## src/rtl/data_bus_router_pkg.sv

```systemverilog
// data_bus_router_pkg: shared FSM states, target encodings and request legality check for the data bus router
package data_bus_router_pkg;
    typedef enum logic [1:0] {IDLE, ACCESS, DONE} state_t;
    localparam logic TARGET_MEM = 1'b0;
    localparam logic TARGET_PER = 1'b1;
    localparam int ADDR_SEL_BIT = 31;
    function automatic logic is_illegal(input logic rd, input logic wr, input logic [1:0] addr_lo);
        return (rd && wr) || (addr_lo != 2'b00);
    endfunction
endpackage

```

## src/rtl/data_bus_router_if.sv

```systemverilog
// data_bus_router_if: CPU request/response bus plus data RAM and peripheral target buses
//   slave  : the router's view (CPU request and target read data in, everything else out)
//   master : the environment's view (CPU and the two targets)
interface data_bus_router_if;
    logic        cpu_read_i;
    logic        cpu_write_i;
    logic [31:0] cpu_address_i;
    logic [31:0] cpu_write_data_i;
    logic [31:0] cpu_read_data_o;
    logic        cpu_stall_o;
    logic        cpu_fault_o;
    logic        mem_read_enable_o;
    logic        mem_write_enable_o;
    logic [30:0] mem_address_o;
    logic [31:0] mem_data_out_o;
    logic [31:0] mem_data_in_i;
    logic        per_read_enable_o;
    logic        per_write_enable_o;
    logic [30:0] per_address_o;
    logic [31:0] per_data_out_o;
    logic [31:0] per_data_in_i;
    modport slave (
        input  cpu_read_i, cpu_write_i, cpu_address_i, cpu_write_data_i, mem_data_in_i, per_data_in_i,
        output cpu_read_data_o, cpu_stall_o, cpu_fault_o,
               mem_read_enable_o, mem_write_enable_o, mem_address_o, mem_data_out_o,
               per_read_enable_o, per_write_enable_o, per_address_o, per_data_out_o
    );
    modport master (
        output cpu_read_i, cpu_write_i, cpu_address_i, cpu_write_data_i, mem_data_in_i, per_data_in_i,
        input  cpu_read_data_o, cpu_stall_o, cpu_fault_o,
               mem_read_enable_o, mem_write_enable_o, mem_address_o, mem_data_out_o,
               per_read_enable_o, per_write_enable_o, per_address_o, per_data_out_o
    );
endinterface

```

## src/rtl/data_bus_router.sv

```systemverilog
// data_bus_router: routes CPU loads/stores to data RAM (addr[31]=0) or peripherals (addr[31]=1), stalling until done
//   clk_i   : clock, all state on rising edge
//   rst_n_i : asynchronous active-low reset
//   bus     : slave side of data_bus_router_if (CPU request/response, RAM and peripheral buses)
module data_bus_router
    import data_bus_router_pkg::*;
#(
    parameter int MEM_READ_LATENCY = 1,
    parameter int PER_READ_LATENCY = 1
) (
    input logic             clk_i,
    input logic             rst_n_i,
    data_bus_router_if.slave bus
);
    state_t      state_q, state_d;
    logic        rd_q, rd_d;
    logic        tgt_q, tgt_d;
    logic [30:0] addr_q, addr_d;
    logic [31:0] wdata_q, wdata_d;
    logic [31:0] rdata_q, rdata_d;
    logic [2:0]  cnt_q, cnt_d;
    logic        req, bad, accept, access;

    assign req    = bus.cpu_read_i || bus.cpu_write_i;
    assign bad    = is_illegal(bus.cpu_read_i, bus.cpu_write_i, bus.cpu_address_i[1:0]);
    assign accept = (state_q == IDLE) && req && !bad;
    assign access = (state_q == ACCESS);

    always_ff @(posedge clk_i or negedge rst_n_i) begin
        if (!rst_n_i) begin
            state_q <= IDLE;
            rd_q    <= 1'b0;
            tgt_q   <= TARGET_MEM;
            addr_q  <= '0;
            wdata_q <= '0;
            rdata_q <= '0;
            cnt_q   <= '0;
        end else begin
            state_q <= state_d;
            rd_q    <= rd_d;
            tgt_q   <= tgt_d;
            addr_q  <= addr_d;
            wdata_q <= wdata_d;
            rdata_q <= rdata_d;
            cnt_q   <= cnt_d;
        end
    end

    always_comb begin
        state_d = state_q;
        rd_d    = rd_q;
        tgt_d   = tgt_q;
        addr_d  = addr_q;
        wdata_d = wdata_q;
        rdata_d = rdata_q;
        cnt_d   = cnt_q;
        case (state_q)
            IDLE: if (accept) begin
                state_d = ACCESS;
                rd_d    = bus.cpu_read_i;
                tgt_d   = bus.cpu_address_i[ADDR_SEL_BIT];
                addr_d  = bus.cpu_address_i[30:0];
                wdata_d = bus.cpu_write_data_i;
                // writes take a single strobe cycle; reads wait out the target's latency
                cnt_d   = !bus.cpu_read_i ? 3'd1 :
                          (bus.cpu_address_i[ADDR_SEL_BIT] == TARGET_PER) ? 3'(PER_READ_LATENCY) : 3'(MEM_READ_LATENCY);
            end
            ACCESS: begin
                cnt_d = cnt_q - 3'd1;
                if (cnt_q == 3'd1) begin
                    state_d = DONE;
                    if (rd_q)
                        rdata_d = (tgt_q == TARGET_PER) ? bus.per_data_in_i : bus.mem_data_in_i;
                end
            end
            default: state_d = IDLE;
        endcase
    end

    // stall/fault are combinational on the request, so gate them with reset to keep outputs 0 during reset
    always_comb begin
        bus.cpu_stall_o        = rst_n_i && (access || accept);
        bus.cpu_fault_o        = rst_n_i && (state_q == IDLE) && req && bad;
        bus.cpu_read_data_o    = rdata_q;
        bus.mem_read_enable_o  = access && rd_q && (tgt_q == TARGET_MEM);
        bus.mem_write_enable_o = access && !rd_q && (tgt_q == TARGET_MEM);
        bus.per_read_enable_o  = access && rd_q && (tgt_q == TARGET_PER);
        bus.per_write_enable_o = access && !rd_q && (tgt_q == TARGET_PER);
        bus.mem_address_o      = (access && tgt_q == TARGET_MEM) ? addr_q : '0;
        bus.mem_data_out_o     = (access && tgt_q == TARGET_MEM) ? wdata_q : '0;
        bus.per_address_o      = (access && tgt_q == TARGET_PER) ? addr_q : '0;
        bus.per_data_out_o     = (access && tgt_q == TARGET_PER) ? wdata_q : '0;
    end
endmodule

```

## src/flat_wrapper.sv

```systemverilog
// flat-port wrapper written by rule: the top's interface ports become plain ports
module data_bus_router_flat import data_bus_router_pkg::*;
#(
    parameter int MEM_READ_LATENCY = 1,
    parameter int PER_READ_LATENCY = 1
)
  (clk_i, rst_n_i, bus_cpu_read_i, bus_cpu_write_i, bus_cpu_address_i, bus_cpu_write_data_i, bus_mem_data_in_i, bus_per_data_in_i, bus_cpu_read_data_o, bus_cpu_stall_o, bus_cpu_fault_o, bus_mem_read_enable_o, bus_mem_write_enable_o, bus_mem_address_o, bus_mem_data_out_o, bus_per_read_enable_o, bus_per_write_enable_o, bus_per_address_o, bus_per_data_out_o);
  data_bus_router_if bus_i ();
  input logic clk_i;
  input logic rst_n_i;
  input wire logic [$bits(bus_i.cpu_read_i)-1:0] bus_cpu_read_i;
  input wire logic [$bits(bus_i.cpu_write_i)-1:0] bus_cpu_write_i;
  input wire logic [$bits(bus_i.cpu_address_i)-1:0] bus_cpu_address_i;
  input wire logic [$bits(bus_i.cpu_write_data_i)-1:0] bus_cpu_write_data_i;
  input wire logic [$bits(bus_i.mem_data_in_i)-1:0] bus_mem_data_in_i;
  input wire logic [$bits(bus_i.per_data_in_i)-1:0] bus_per_data_in_i;
  output wire logic [$bits(bus_i.cpu_read_data_o)-1:0] bus_cpu_read_data_o;
  output wire logic [$bits(bus_i.cpu_stall_o)-1:0] bus_cpu_stall_o;
  output wire logic [$bits(bus_i.cpu_fault_o)-1:0] bus_cpu_fault_o;
  output wire logic [$bits(bus_i.mem_read_enable_o)-1:0] bus_mem_read_enable_o;
  output wire logic [$bits(bus_i.mem_write_enable_o)-1:0] bus_mem_write_enable_o;
  output wire logic [$bits(bus_i.mem_address_o)-1:0] bus_mem_address_o;
  output wire logic [$bits(bus_i.mem_data_out_o)-1:0] bus_mem_data_out_o;
  output wire logic [$bits(bus_i.per_read_enable_o)-1:0] bus_per_read_enable_o;
  output wire logic [$bits(bus_i.per_write_enable_o)-1:0] bus_per_write_enable_o;
  output wire logic [$bits(bus_i.per_address_o)-1:0] bus_per_address_o;
  output wire logic [$bits(bus_i.per_data_out_o)-1:0] bus_per_data_out_o;
  assign bus_i.cpu_read_i = bus_cpu_read_i;
  assign bus_i.cpu_write_i = bus_cpu_write_i;
  assign bus_i.cpu_address_i = bus_cpu_address_i;
  assign bus_i.cpu_write_data_i = bus_cpu_write_data_i;
  assign bus_i.mem_data_in_i = bus_mem_data_in_i;
  assign bus_i.per_data_in_i = bus_per_data_in_i;
  assign bus_cpu_read_data_o = bus_i.cpu_read_data_o;
  assign bus_cpu_stall_o = bus_i.cpu_stall_o;
  assign bus_cpu_fault_o = bus_i.cpu_fault_o;
  assign bus_mem_read_enable_o = bus_i.mem_read_enable_o;
  assign bus_mem_write_enable_o = bus_i.mem_write_enable_o;
  assign bus_mem_address_o = bus_i.mem_address_o;
  assign bus_mem_data_out_o = bus_i.mem_data_out_o;
  assign bus_per_read_enable_o = bus_i.per_read_enable_o;
  assign bus_per_write_enable_o = bus_i.per_write_enable_o;
  assign bus_per_address_o = bus_i.per_address_o;
  assign bus_per_data_out_o = bus_i.per_data_out_o;
  data_bus_router #(.MEM_READ_LATENCY(MEM_READ_LATENCY), .PER_READ_LATENCY(PER_READ_LATENCY)) u_core (.clk_i(clk_i), .rst_n_i(rst_n_i), .bus(bus_i));
endmodule
```

## config.mk

```make
export PLATFORM = sky130hd
export DESIGN_NAME = data_bus_router_flat
export DESIGN_NICKNAME = d
export VERILOG_FILES = /design/src/rtl/data_bus_router_pkg.sv /design/src/rtl/data_bus_router_if.sv /design/src/rtl/data_bus_router.sv /design/src/flat_wrapper.sv
export SDC_FILE = /design/constraint.sdc
export NUM_CORES = 1
export LEC_CHECK = 0
export ABC_AREA = 0
export CAP_MARGIN = 5
export CORE_AREA = 2 2 115 117
export DETAILED_ROUTE_END_ITERATION = 6
export DIE_AREA = 0 0 117 119
export GPL_TIMING_DRIVEN = 0
export MAX_ROUTING_LAYER = met4
export PLACE_DENSITY_LB_ADDON = 0.15
export SETUP_SLACK_MARGIN = 0.5
export SLEW_MARGIN = 20
export SYNTH_ARGS = -nofsm -noshare
export SYNTH_HDL_FRONTEND = slang
export SYNTH_SLANG_ARGS = --single-unit
```

## constraint.sdc

```tcl
create_clock -name clk_i -period 2.5 [get_ports clk_i]
set_clock_uncertainty 0.15 [all_clocks]
set_input_delay 0.375 -clock clk_i [delete_from_list [all_inputs] [get_ports clk_i]]
set_output_delay 0.375 -clock clk_i [all_outputs]
set_load 0.01 [all_outputs]
```

==> After elaboration in Yosys (flattened, before gate mapping) <==
Index checks and enable logic that the tools add are counted.
{ "classes": {"n_eq_ne": 4, "mux": 10, "reduce_logical": 27, "addsub": 1, "n_bitwise": 1} }
{ "op_table": {"columns": ["cell", "n"], "rows": [
  ["$mux W32", 3],
  ["$mux W31", 2],
  ["$logic_and A1 B1 Y1", 15],
  ["$pmux W3 S2", 1],
  ["$reduce_and A2 Y1", 3],
  ["$mux W2", 2],
  ["$pmux W2 S2", 1],
  ["$reduce_bool A2 Y1", 2],
  ["$eq A3 B1 Y1 const B", 1],
  ["$logic_or A1 B1 Y1", 3],
  ["$mux W3", 1],
  ["$reduce_and A3 Y1", 1],
  ["$sub A3 B1 Y3 const B", 1],
  ["$eq A2 B1 Y1 const B", 1],
  ["$logic_not A1 Y1", 2],
  ["$logic_not A2 Y1", 1],
  ["$ne A2 B1 Y1 const B", 1],
  ["$ne A2 B2 Y1 const B", 1],
  ["$not A1 Y1", 1]
]} }
{ "word_totals": {"reg_bits": 102, "output_inout_bits": 164, "in_bits": 132, "elab_cells": 50} }

==> Depth between registers and ports, before layout <==
{ "depth": {"word_depth": 6, "ltp_mapped": 6, "depth_no_buf": 5} }

==> Worst setup path after synthesis <==
No wires, ideal clock.
{ "synth_timing": {"path_type": "flip-flop to output port", "start": "register u_core.state_q[1]", "end": "output bus_cpu_stall_o", "t_required_ns": 1.975, "stages_incl_launch_ff": 6, "path_buffers": 2, "setup_slack_ns": 0.619, "arrival_time_ns": 1.356, "path_cell_list": "dfrtp_1 > nor4_4 > nand2_2 > buf_6 > buf_6 > a21oi_1"} }
{ "synth_between": {"elab_chain_cells": 5, "elab_cells_between_ends": 6, "classes_between": "1 x eq/ne; 5 x reduce/logical"} }
{ "synth_rtl": {"columns": ["element", "line", "source"], "rows": [
  ["start: declaration", "data_bus_router.sv:15", "state_t state_q, state_d;"],
  ["start signal: assignment", "data_bus_router.sv:39", "state_q <= state_d;"],
  ["$logic_not A2 Y1", "data_bus_router.sv:26", "assign accept = (state_q == IDLE) && req && !bad;"],
  ["$logic_and A1 B1 Y1 (2 in series)", "data_bus_router.sv:26", null],
  ["$logic_or A1 B1 Y1 *", "data_bus_router.sv:82", "bus.cpu_stall_o = rst_n_i && (access || accept);"],
  ["$logic_and A1 B1 Y1 *", "data_bus_router.sv:82", null],
  ["end: declaration", "flat_wrapper.sv:18", "output wire logic [$bits(bus_i.cpu_stall_o)-1:0] bus_cpu_stall_o;"]
]} }
Mark *: on every way between the ends. The rest lies on a longest branch, timed or not.

==> Final worst setup path <==
{ "layout_timing": {"start": "register u_core.state_q[1]", "end": "output bus_mem_address_o[4]"} }
{ "layout_between": {"elab_chain_cells": 3} }
{ "layout_rtl": {"columns": ["element", "line", "source"], "rows": [
  ["$eq A2 B1 Y1", "data_bus_router.sv:27", "assign access = (state_q == ACCESS);"],
  ["$logic_and A1 B1 Y1", "data_bus_router.sv:89", "bus.mem_address_o = (access && tgt_q == TARGET_MEM) ? addr_q : '0;"],
  ["$mux W31", "data_bus_router.sv:89", null],
  ["end: declaration", "flat_wrapper.sv:22", "output wire logic [$bits(bus_i.mem_address_o)-1:0] bus_mem_address_o;"]
]} }
No other way between the ends.

==> impl_metrics.json <==
{
  "status": "complete, but fails checks",
  "violations": "negative hold slack",
  "clockBufferDepth": 2,
  "relSlewSlack": 0.687,
  "h-tree-depth": 3,
  "cts_inserted_buffers": 9,
  "synth_area_leaders": "dfrtp_1 49%, mux2_2 24%, and2_1 8.0%, and3_1 7.7%, mux2_4 4.3%",
  "die_w_um": 117,
  "drt-pass1-iter-count": 4,
  "layout_commonest_cell": "clkdlybuf4s50_1",
  "crit_path_top_delay_cell": "dfrtp_2",
  "tightestPinTransition_ns": 0.469,
  "final_cell_count_no_fill": 955,
  "period_share": 0.918,
  "synth_cell_types": 28,
  "die_height_um": 119,
  "synthCells": 422,
  "io_pins": 296,
  "gp_congestion": 0.800,
  "final.setup.worst_slack_ns": 0.206,
  "cp_num_buf_inv": 4,
  "crit_fanout": 7,
  "synth_top_area_frac": 0.490,
  "antenna_found_initial": 0,
  "root_buffer": "clkbuf_16",
  "worstSetupPathType": "flip-flop to output pin",
  "ir_worst_vdd_uv": 549,
  "final_hold_viol_count": 44,
  "hold_class": "input port to asynchronous set/reset pin",
  "drv_slew": 0,
  "crit_arrival_ns": 1.77,
  "place_hpwl_um": 12500,
  "track_usage": 0.255,
  "critPathLaunchType": "flip-flop",
  "fmax_mhz": 436,
  "grt_pass1_wl_um": 26300,
  "synth_area_um2": 5210,
  "r2r_setup_slack_ns": 0.24,
  "vias_per_cell": 4.94,
  "cpLargestDelayFamily": "buffers and inverters",
  "layout.nets": 908,
  "setup_viol": 0,
  "drc_errors": 0,
  "overflow": 0,
  "grt_pass1_vias": 4816,
  "drt-initial-drc-count": 166,
  "wirelength_um": 18600,
  "detail-route-antenna-nets": 0,
  "post-place-cells": 894,
  "yosys.area.top_type": "dfrtp_1",
  "yosysSeqAreaShare": 0.490,
  "post-route-min-period_ns": 2.29,
  "vias": 4720,
  "end_kind": "output pin",
  "die_area_um2": 13900,
  "wl_per_cell_um": 19.5,
  "layout-drive-gt1-share": 0.616,
  "core_area_um2": 12900,
  "syn_nets": 556,
  "p_leak_nw": 4.64,
  "yosys_warnings": 0,
  "path_clk_slew_ns": 0.07,
  "cp.required_ns": 1.98,
  "cts.sinks": 102,
  "p_per_area_nw_per_um2": 1010,
  "avgSynthCellArea_um2": 12.3,
  "clkLatencyLatePin_ns": 0.35,
  "layout_common_cells": "159 x clkdlybuf4s50_1, 126 x buf_6, 112 x mux2_2",
  "ys_ff_latch": 102,
  "rsz0062_at_grt": "yes",
  "cts_tree": "built",
  "worstPathCellList": "nand2b_4 -> nor2_4 -> buf_12 -> buf_4 -> buf_8 -> and2_4 -> buf_6",
  "diodes": 0,
  "dp_worst_setup_slack_ns": -0.611,
  "holdWs_ns": -0.211,
  "synthToLayoutAreaGrowth_pct": 94.7,
  "io_buffers": 295,
  "rows": 42,
  "drv_cap": 0,
  "grt_max_degree": 59,
  "slowest_delay_ns": 0.45,
  "initial_core_util": 0.405
}
worst reg2reg max path, stage by stage (launching register included):
cell and delay, ns:
dfrtp_2 0.46, nor4_4 0.31, nand2_2 0.13, buf_4 0.15, buf_4 0.12, buf_4 0.12
buf_4 0.13, buf_12 0.14, clkbuf_16 0.16, mux2_2 0.27
report_power, final:
group | leakage (nW) | internal (mW) | switching (mW)
registers | 1.21 | 2.47 | 0.640
clock network | 0.136 | 0.780 | 0.642
logic | 3.30 | 3.61 | 2.13
layer usage:
metal / GRT usage / share of wire / vias up
met1: 0.297 / 0.38 / 2348
met3: 0.0377 / 0.056 / 26
met5: - / 0 / -
met4: 0.0875 / 0.021 / 0
li1: - / - / 2173
met2: 0.448 / 0.54 / 173
worst paths after layout:
path	start	to	depth (start not counted)
worst max-delay path	u_core.state_q[1]	bus_mem_address_o[4]	7
worst min-delay path	rst_n_i	u_core.wdata_q[20]	1
worst max register to register	u_core.state_q[0]	u_core.addr_q[16]	9
worst min register to register	u_core.bus.cpu_read_data_o[18]	u_core.bus.cpu_read_data_o[18]	1
max in group asynchronous	rst_n_i	u_core.addr_q[18]	2
min in group clk_i	u_core.bus.cpu_read_data_o[18]	u_core.bus.cpu_read_data_o[18]	1
kinds of logic (layout without fill, tap and decap cells):
logic type / count (synthesis) / after routing / synth area share
simple gates: 143 / 143 / 0.173
fa+ha+maj: 2 / 2 / 0.00480
xor+xnor: 2 / 2 / 0.00336
compound gates: 9 / 9 / 0.0110
mux: 127 / 127 / 0.285
buf+inv: 37 / 394 / 0.0329
flops: 102 / 102 / 0.490
synth_stat cells:
cell	instances
mux2_2	112
dfrtp_1	102
and2_1	67
and3_1	64
clkbuf_1	21
mux2_4	15
buf_2	8
a21oi_1	3
buf_6	3
inv_1	3
nor2_1	3
buf_1	2
ha_1	2
o21ai_0	2
xor2_1	2
a2111oi_0	1
a211oi_1	1
a31o_2	1
and2b_1	1
nand2_1	1
nand2_2	1
nand2b_1	1
nand3_1	1
nand3b_1	1
nor2b_1	1
nor3_1	1
nor4_4	1
o31ai_1	1
final cells by class:
cell class,instances,area [um^2]
multi-input combinational,283,2950
clock buffer,11,233
fill,828,2730
timing repair buffer,341,3660
sequential,102,2550
buffer,34,457
clock inverter,5,58.8
tap,176,220
inverter,3,11.3
flip-flops by register name (all words and copies together) (netlist names):
name,flops
u_core.bus.cpu_read_data_o,32
u_core.wdata_q,32
u_core.addr_q,31
u_core.cnt_q,3
u_core.state_q,2
u_core.rd_q,1
u_core.tgt_q,1
timing repair:
item                                    4_1_cts  5_1_grt
buffers inserted                             20        9
gates resized for setup                     663      259
cloned                                        7        9
endpoints found under the setup margin      139      212
pin swaps                                    29       17
hold endpoints to repair                     44       44
stage by stage:
stage	setup TNS [ns]	power (mW)	hold slack, ns	utilization	area [um^2]
2_1_floorplan	0	5.03	-0.0706	-	5210
3_3_place_gp	-363.56	7.09	0.335	0.651	8380
3_5_place_dp	-48.78	7.24	0.186	0.653	8410
4_1_cts	0	9.20	-0.188	0.700	9010
5_1_grt	0	10.8	-0.174	0.788	10100
6_report	0	10.3	-0.211	0.788	10100
Note: power is estimated with default switching activity, not from simulation.
